## src/rtl/dout_rails_pkg.sv

```systemverilog
// dout_rails_pkg: shared definitions for the digital-output rail scheduling
// blocks. Holds the sequencer state encoding, the "no rail selected" code,
// rail code field widths and the default timing parameters.
package dout_rails_pkg;

  localparam int unsigned RAIL_FIELD_W        = 2;                  // one rail selector field
  localparam int unsigned RAIL_CODE_W         = 2 * RAIL_FIELD_W;   // [3:2] bottom, [1:0] top
  localparam int unsigned BANK_IDX_W          = 3;                  // bus bank index width
  localparam int unsigned WAIT_EXP_DEFAULT    = 17;                 // 2^17 > controller delay 2^16+2
  localparam int unsigned ACK_TIMEOUT_DEFAULT = 15;

  localparam logic [RAIL_CODE_W-1:0] RAIL_CODE_NONE = 4'hF;

  typedef enum logic [1:0] {
    IDLE  = 2'd0,
    ISSUE = 2'd1,
    WAIT  = 2'd2
  } seq_state_t;

endpackage

```

## src/rtl/dig_out_rail_sequencer_if.sv

```systemverilog
// dig_out_rail_sequencer_if: bus-decoder side of the rail sequencer.
//   wr_strobe : one-cycle write pulse
//   wr_bank   : target bank of the write
//   wr_data   : rail code, [3:2] bottom rail, [1:0] top rail
//   rd_bank   : read-back bank select
//   rd_data   : requested rail code of rd_bank (4'hF when out of range)
// master = bus decoder, slave = sequencer.
interface dig_out_rail_sequencer_if;
  import dout_rails_pkg::*;

  logic                   wr_strobe;
  logic [BANK_IDX_W-1:0]  wr_bank;
  logic [RAIL_CODE_W-1:0] wr_data;
  logic [BANK_IDX_W-1:0]  rd_bank;
  logic [RAIL_CODE_W-1:0] rd_data;

  modport master (output wr_strobe, wr_bank, wr_data, rd_bank, input  rd_data);
  modport slave  (input  wr_strobe, wr_bank, wr_data, rd_bank, output rd_data);
endinterface

```

## src/rtl/dig_out_rail_sequencer_rr_pick.sv

```systemverilog
// rr_pick: combinational round-robin selector.
//   req   : request vector, one bit per requester
//   last  : index of the most recently served requester
//   valid : at least one request is set
//   idx   : first set request scanning upward from last+1, wrapping mod N
module rr_pick #(
  parameter int unsigned N     = 4,
  parameter int unsigned IDX_W = 3
) (
  input  logic [N-1:0]     req,
  input  logic [IDX_W-1:0] last,
  output logic             valid,
  output logic [IDX_W-1:0] idx
);

  always_comb begin
    valid = 1'b0;
    idx   = '0;
    // k = scan distance from last; the inner loop only maps distance to a
    // constant bit position so req is never indexed by a variable.
    for (int unsigned k = 1; k <= N; k++) begin
      for (int unsigned j = 0; j < N; j++) begin
        if (!valid && req[j] && (j == ((32'(last) + k) % N))) begin
          valid = 1'b1;
          idx   = IDX_W'(j);
        end
      end
    end
  end

endmodule

```

## src/rtl/dig_out_rail_sequencer.sv

```systemverilog
// dig_out_rail_sequencer: serialises rail-voltage changes across the
// digital-output banks so only one bank's rail switches are in transition
// at a time. Each bank has a bus-written requested code and an applied code;
// pending banks are granted round-robin, each grant runs a start/ack
// handshake followed by a 2^WAIT_EXP+1 cycle settle wait.
//
// Ports:
//   xclk, reset            : clock, asynchronous active-low reset
//   bus                    : bus decoder write/read-back (slave modport)
//   stored_bank_rails      : applied code per bank, bank i at [4i+3:4i]
//   rail_change_start      : registered per-bank start strobe (at most one-hot)
//   rail_change_ack        : per-bank ack from the rail controllers
//   pending                : bank has an unapplied request
//   busy                   : sequencer not idle
//   ack_err                : sticky per-bank ack-timeout flag
//
// Build option: RAIL_SEQ_ACK_TIMEOUT_EN enables the ISSUE ack timeout
// (ACK_TIMEOUT cycles) and ack_err; without it ack_err is tied low.
module dig_out_rail_sequencer
  import dout_rails_pkg::*;
#(
  parameter int unsigned NUM_BANKS   = 4,
  parameter int unsigned WAIT_EXP    = WAIT_EXP_DEFAULT,
  parameter int unsigned ACK_TIMEOUT = ACK_TIMEOUT_DEFAULT
) (
  input  logic                               xclk,
  input  logic                               reset,
  dig_out_rail_sequencer_if.slave            bus,
  output logic [RAIL_CODE_W*NUM_BANKS-1:0]   stored_bank_rails,
  output logic [NUM_BANKS-1:0]               rail_change_start,
  input  logic [NUM_BANKS-1:0]               rail_change_ack,
  output logic [NUM_BANKS-1:0]               pending,
  output logic                               busy,
  output logic [NUM_BANKS-1:0]               ack_err
);

  localparam int unsigned TO_W  = $clog2(ACK_TIMEOUT + 1);
  // One counter serves both the settle wait and the ack timeout.
  localparam int unsigned CNT_W = (WAIT_EXP + 1 > TO_W) ? WAIT_EXP + 1 : TO_W;
  localparam logic [BANK_IDX_W:0] NB_LIM = (BANK_IDX_W+1)'(NUM_BANKS);

  typedef logic [NUM_BANKS-1:0][RAIL_CODE_W-1:0] code_arr_t;

  seq_state_t             state_q, state_d;
  code_arr_t              req_q, req_d;
  code_arr_t              app_q, app_d;
  logic [NUM_BANKS-1:0]   pend_q, pend_d;
  logic [NUM_BANKS-1:0]   start_q, start_d;
  logic [BANK_IDX_W-1:0]  g_q, g_d;
  logic [BANK_IDX_W-1:0]  last_q, last_d;
  logic [CNT_W-1:0]       cnt_q, cnt_d;
`ifdef RAIL_SEQ_ACK_TIMEOUT_EN
  logic [NUM_BANKS-1:0]   err_q, err_d;
`endif

  logic                   wr_hit;
  logic                   ack_g;
  logic                   pick_valid;
  logic [BANK_IDX_W-1:0]  pick_idx;

  rr_pick #(
    .N     (NUM_BANKS),
    .IDX_W (BANK_IDX_W)
  ) u_pick (
    .req   (pend_q),
    .last  (last_q),
    .valid (pick_valid),
    .idx   (pick_idx)
  );

  assign wr_hit = bus.wr_strobe && ({1'b0, bus.wr_bank} < NB_LIM);

  // Ack of the granted bank only; acks on other banks are ignored.
  always_comb begin
    ack_g = 1'b0;
    for (int unsigned i = 0; i < NUM_BANKS; i++) begin
      if (g_q == BANK_IDX_W'(i)) ack_g = rail_change_ack[i];
    end
  end

  always_comb begin
    bus.rd_data = RAIL_CODE_NONE;
    for (int unsigned i = 0; i < NUM_BANKS; i++) begin
      if (bus.rd_bank == BANK_IDX_W'(i)) bus.rd_data = req_q[i];
    end
  end

  always_comb begin
    state_d = state_q;
    req_d   = req_q;
    app_d   = app_q;
    pend_d  = pend_q;
    start_d = start_q;
    g_d     = g_q;
    last_d  = last_q;
    cnt_d   = cnt_q;
`ifdef RAIL_SEQ_ACK_TIMEOUT_EN
    err_d   = err_q;
`endif

    unique case (state_q)
      IDLE: begin
        if (pick_valid) begin
          g_d     = pick_idx;
          cnt_d   = '0;
          state_d = ISSUE;
          for (int unsigned i = 0; i < NUM_BANKS; i++) begin
            if (pick_idx == BANK_IDX_W'(i)) begin
              app_d[i]   = req_q[i];
              pend_d[i]  = 1'b0;
              start_d[i] = 1'b1;
            end
          end
        end
      end

      ISSUE: begin
        if (ack_g) begin
          start_d = '0;
          cnt_d   = '0;
          state_d = WAIT;
        end
`ifdef RAIL_SEQ_ACK_TIMEOUT_EN
        else if (cnt_q == CNT_W'(ACK_TIMEOUT - 1)) begin
          start_d = '0;
          last_d  = g_q;
          state_d = IDLE;
          for (int unsigned i = 0; i < NUM_BANKS; i++) begin
            if (g_q == BANK_IDX_W'(i)) begin
              err_d[i]  = 1'b1;
              pend_d[i] = 1'b1;
            end
          end
        end else begin
          cnt_d = cnt_q + 1'b1;
        end
`endif
      end

      WAIT: begin
        if (cnt_q[WAIT_EXP]) begin
          last_d  = g_q;
          state_d = IDLE;
        end else begin
          cnt_d = cnt_q + 1'b1;
        end
      end

      default: begin
        start_d = '0;
        state_d = IDLE;
      end
    endcase

    // A write after the grant decision keeps the bank pending, so a write
    // coinciding with its own pick applies the old code and re-queues.
    for (int unsigned i = 0; i < NUM_BANKS; i++) begin
      if (wr_hit && (bus.wr_bank == BANK_IDX_W'(i))) begin
        req_d[i]  = bus.wr_data;
        pend_d[i] = 1'b1;
`ifdef RAIL_SEQ_ACK_TIMEOUT_EN
        err_d[i]  = 1'b0;
`endif
      end
    end
  end

  always_ff @(posedge xclk or negedge reset) begin
    if (!reset) begin
      state_q <= IDLE;
      req_q   <= {NUM_BANKS{RAIL_CODE_NONE}};
      app_q   <= {NUM_BANKS{RAIL_CODE_NONE}};
      pend_q  <= '0;
      start_q <= '0;
      g_q     <= '0;
      last_q  <= '0;
      cnt_q   <= '0;
`ifdef RAIL_SEQ_ACK_TIMEOUT_EN
      err_q   <= '0;
`endif
    end else begin
      state_q <= state_d;
      req_q   <= req_d;
      app_q   <= app_d;
      pend_q  <= pend_d;
      start_q <= start_d;
      g_q     <= g_d;
      last_q  <= last_d;
      cnt_q   <= cnt_d;
`ifdef RAIL_SEQ_ACK_TIMEOUT_EN
      err_q   <= err_d;
`endif
    end
  end

  assign stored_bank_rails = app_q;
  assign rail_change_start = start_q;
  assign pending           = pend_q;
  assign busy              = (state_q != IDLE);
`ifdef RAIL_SEQ_ACK_TIMEOUT_EN
  assign ack_err           = err_q;
`else
  assign ack_err           = '0;
`endif

endmodule
```

## src/flat_wrapper.sv

```systemverilog
// flat-port wrapper written by rule: the top's interface ports become plain ports
module dig_out_rail_sequencer_flat import dout_rails_pkg::*;
#(
  parameter int unsigned NUM_BANKS   = 4,
  parameter int unsigned WAIT_EXP    = WAIT_EXP_DEFAULT,
  parameter int unsigned ACK_TIMEOUT = ACK_TIMEOUT_DEFAULT
)
  (xclk, reset, stored_bank_rails, rail_change_start, rail_change_ack, pending, busy, ack_err, bus_wr_strobe, bus_wr_bank, bus_wr_data, bus_rd_bank, bus_rd_data);
  dig_out_rail_sequencer_if bus_i ();
  input  logic xclk;
  input  logic reset;
  output logic [RAIL_CODE_W*NUM_BANKS-1:0] stored_bank_rails;
  output logic [NUM_BANKS-1:0] rail_change_start;
  input  logic [NUM_BANKS-1:0] rail_change_ack;
  output logic [NUM_BANKS-1:0] pending;
  output logic busy;
  output logic [NUM_BANKS-1:0] ack_err;
  input wire logic [$bits(bus_i.wr_strobe)-1:0] bus_wr_strobe;
  input wire logic [$bits(bus_i.wr_bank)-1:0] bus_wr_bank;
  input wire logic [$bits(bus_i.wr_data)-1:0] bus_wr_data;
  input wire logic [$bits(bus_i.rd_bank)-1:0] bus_rd_bank;
  output wire logic [$bits(bus_i.rd_data)-1:0] bus_rd_data;
  assign bus_i.wr_strobe = bus_wr_strobe;
  assign bus_i.wr_bank = bus_wr_bank;
  assign bus_i.wr_data = bus_wr_data;
  assign bus_i.rd_bank = bus_rd_bank;
  assign bus_rd_data = bus_i.rd_data;
  dig_out_rail_sequencer #(.NUM_BANKS(NUM_BANKS), .WAIT_EXP(WAIT_EXP), .ACK_TIMEOUT(ACK_TIMEOUT)) u_core (.xclk(xclk), .reset(reset), .bus(bus_i), .stored_bank_rails(stored_bank_rails), .rail_change_start(rail_change_start), .rail_change_ack(rail_change_ack), .pending(pending), .busy(busy), .ack_err(ack_err));
endmodule
```

## config.mk

```make
export PLATFORM = sky130hd
export DESIGN_NAME = dig_out_rail_sequencer_flat
export DESIGN_NICKNAME = d
export VERILOG_FILES = /design/src/rtl/dout_rails_pkg.sv /design/src/rtl/dig_out_rail_sequencer_if.sv /design/src/rtl/dig_out_rail_sequencer_rr_pick.sv /design/src/rtl/dig_out_rail_sequencer.sv /design/src/flat_wrapper.sv
export SDC_FILE = /design/constraint.sdc
export NUM_CORES = 1
export LEC_CHECK = 0
export CAP_MARGIN = 20
export CORE_ASPECT_RATIO = 0.75
export CORE_MARGIN = 8
export CORE_UTILIZATION = 38
export DETAILED_ROUTE_END_ITERATION = 6
export GPL_TIMING_DRIVEN = 0
export PLACE_DENSITY_LB_ADDON = 0.1
export REMOVE_ABC_BUFFERS = 1
export SYNTH_ARGS = -nofsm -noshare
export SYNTH_HDL_FRONTEND = slang
export SYNTH_HIERARCHICAL = 1
export SYNTH_SLANG_ARGS = --single-unit
export TNS_END_PERCENT = 20
```

## constraint.sdc

```tcl
create_clock -name xclk -period 1.7 [get_ports xclk]
set_input_delay 0.255 -clock xclk [delete_from_list [all_inputs] [get_ports xclk]]
set_output_delay 0.255 -clock xclk [all_outputs]
set_load 0.03 [all_outputs]
```

==> flow_metrics.py <==
metrics = {
    "pwr": {
        "cellPowerDensity_nw_per_um2": 902,
        "peakVddDrop_mv": 0.423,
        "p_leak_nw": 1.89,
    },
    "clock_network": {
        "ctsRootBufferMaster": "clkbuf_8",
        "cts_buffers": 9,
        "path_clk_slew_ns": 0.08,
        "clk_latency_ns": 0.34,
        "cts_hold_buf": 0,
        "clk_path_buf_depth": 2,
        "h-tree-depth": 3,
        "cts_sinks": 65,
        "cts_tree": "built",
    },
    "timing": {
        "slew_headroom": 0.453,
        "setup_ws_ns": -0.109,
        "period_minus_slack_ns": 1.81,
        "finalHoldViolations": 0,
        "clock_skew_ns": 0.00520,
        "max_freq_mhz": 553,
        "drv_slew": 0,
        "rsz0062_at_grt": "true",
        "tightest_slew_ns": 0.821,
        "final-setup-viol-count": 27,
        "min_period_over_period": 1.06,
    },
    "die": {
        "fp.dieH_um": 95.1,
        "die_w_um": 121,
        "placementRows": 29,
        "die-area_sq_um": 11500,
        "io_pins": 50,
        "initial_utilization": 0.383,
        "core_area_sq_um": 8270,
    },
    "drt": {
        "drtPass1Iterations": 5,
        "vias": 2379,
        "wire_per_inst_um": 17.8,
        "drtIter0Drc": 102,
        "drtAntennaViolNets": 0,
        "finalWirelength_um": 7990,
        "viasPerCell": 5.30,
        "drc": 0,
    },
    "worst_setup_path": {
        "worstPathRequired_ns": 1.44,
        "arrival_ns": 1.55,
        "startpoint_type": "flip-flop",
        "cp_max_fo": 3,
        "crit_type": "flip-flop to output pin",
        "endpoint_kind": "output pin",
    },
    "placed_design": {
        "dp_cells": 418,
        "place.gp.congestion": 0.770,
        "dp_hpwl_um": 5500,
        "io_buffers": 45,
    },
    "finish": {
        "final_cells": 449,
        "area.growth.synth_to_final_pct": 37.0,
        "diodes": 0,
        "fillerInstances": 736,
        "drive_gt1_frac": 0.534,
        "fin_util": 0.525,
        "layout.nets": 354,
    },
    "global_route": {
        "grt_start_max_net_pins": 66,
        "grt-ovfl-total": 0,
        "grtUsageTotal": 0.144,
        "grt_pass1_vias": 2388,
        "grt_pass1_wl_um": 12800,
        "antenna_found_initial": 0,
    },
    "synth": {
        "synthCells": 269,
        "syn_area_sq_um": 3170,
        "ys_warn_count": 6,
        "avgSynthCellArea_sq_um": 11.8,
    },
    "run_status": {
        "violations": "setup timing",
        "status": "finished, violations left",
    },
    "job": {
        "drv_cap": 0,
    },
    "min_path": {
        "min_path_type": "input port to async pin",
    },
}
==> critical path: stages, from the launching register on <==
cell	delay (ns)
dfstp_2	0.38
mux4_2	0.46
or2_4	0.24
buf_6	0.13
==> worst paths after layout <==
kind                                  start                     endpoint  slack (ns)  depth (start not counted)
min in group xclk          u_core/cnt_q[16]             u_core/cnt_q[16]        0.51                          1
max in group asynchronous             reset                u_core/g_q[0]        1.10                          1
setup reg to reg           u_core/last_q[0]  u_core/stored_bank_rails[6]       -0.09                          7
hold / removal                        reset              u_core/cnt_q[0]       0.004                          1
setup / recovery           u_core/req_q[12]               bus_rd_data[0]       -0.11                          3
hold reg to reg            u_core/cnt_q[16]             u_core/cnt_q[16]        0.51                          1
==> timing repair <==
| action | CTS | global route |
|---|---|---|
| setup buffers | 13 | 2 |
| resized for setup | 119 | 31 |
| pin swaps | 15 | 15 |
| setup endpoints to repair | 67 | 54 |
==> cells in the final DEF, fill, tap and decap left out, types with 3 or more instances in the layout <==
cell / instances
and3_1: 4
xor2_1: 4
a21oi_2: 3
o21ai_2: 9
buf_4: 13
or2_4: 6
mux4_2: 4
a21oi_1: 5
nor2_2: 3
conb_1: 5
o21ai_1: 6
dlymetal6s2s_1: 4
nand2b_4: 3
nand2_1: 12
buf_6: 6
buf_2: 3
dfrtp_1: 20
dfstp_2: 32
clkdlybuf4s50_1: 14
clkbuf_8: 10
nand4_1: 3
mux2_4: 4
dlygate4sd2_1: 20
nor3_1: 3
nand2_2: 3
nor2_4: 4
nand3_1: 5
o21ai_0: 6
nor2b_4: 4
nand3_4: 3
nor2_1: 15
dfrtp_2: 13
a21o_1: 5
a31oi_1: 6
mux2_2: 33
==> layout make-up <==
type	instances	area (sq um)	area share
multi-input cells	195	1730	0.397
flip-flops and latches	65	1680	0.388
repair buffers	63	587	0.135
clock buffers	10	138	0.0317
well taps	108	135	0.0311
clock inverters	6	66.3	0.0153
inverters	2	7.51	0.00173
==> power by group <==
part | internal (W) | switching (W)
Combinational | 0.000308 | 0.000261
Clock | 0.000720 | 0.000633
Sequential | 0.00179 | 0.000209
==> stage by stage <==
step | hold slack (ns) | total power [W] | setup WS, ns | TNS [ns] | cell area (sq um)
CTS | 0.0305 | 0.00392 | -0.138 | -1.33 | 4200
global placement | 0.466 | 0.00246 | -1.89 | -122.58 | 3690
floorplan | -0.0406 | 0.00226 | -0.242 | -2.08 | 3110
finish | 0.00372 | 0.00392 | -0.109 | -1.41 | 4340
global route | 0.0506 | 0.00414 | -0.178 | -3.82 | 4340
detailed placement | 0.410 | 0.00248 | -0.884 | -19.02 | 3710
==> metal layers <==
| metal | GRT usage | up-vias | routed length [um] |
|---|---|---|---|
| met1 | 0.205 | 1215 | 3960 |
| li1 | - | 1109 | - |
| met4 | 0.0368 | 0 | 75 |
| met5 | 0 | - | 0 |
| met3 | 0.0527 | 6 | 402 |
| met2 | 0.201 | 49 | 3550 |
==> sequential cells by signal, summed over array words and instances, names as in the netlist <==
signal and count:
u_core/req_q 16, u_core/stored_bank_rails 16, u_core/pending 4, u_core/last_q 2, u_core/rail_change_start 4, u_core/g_q 3
u_core/cnt_q 18, u_core/state_q 2
(Power assumes the default switching activity.)
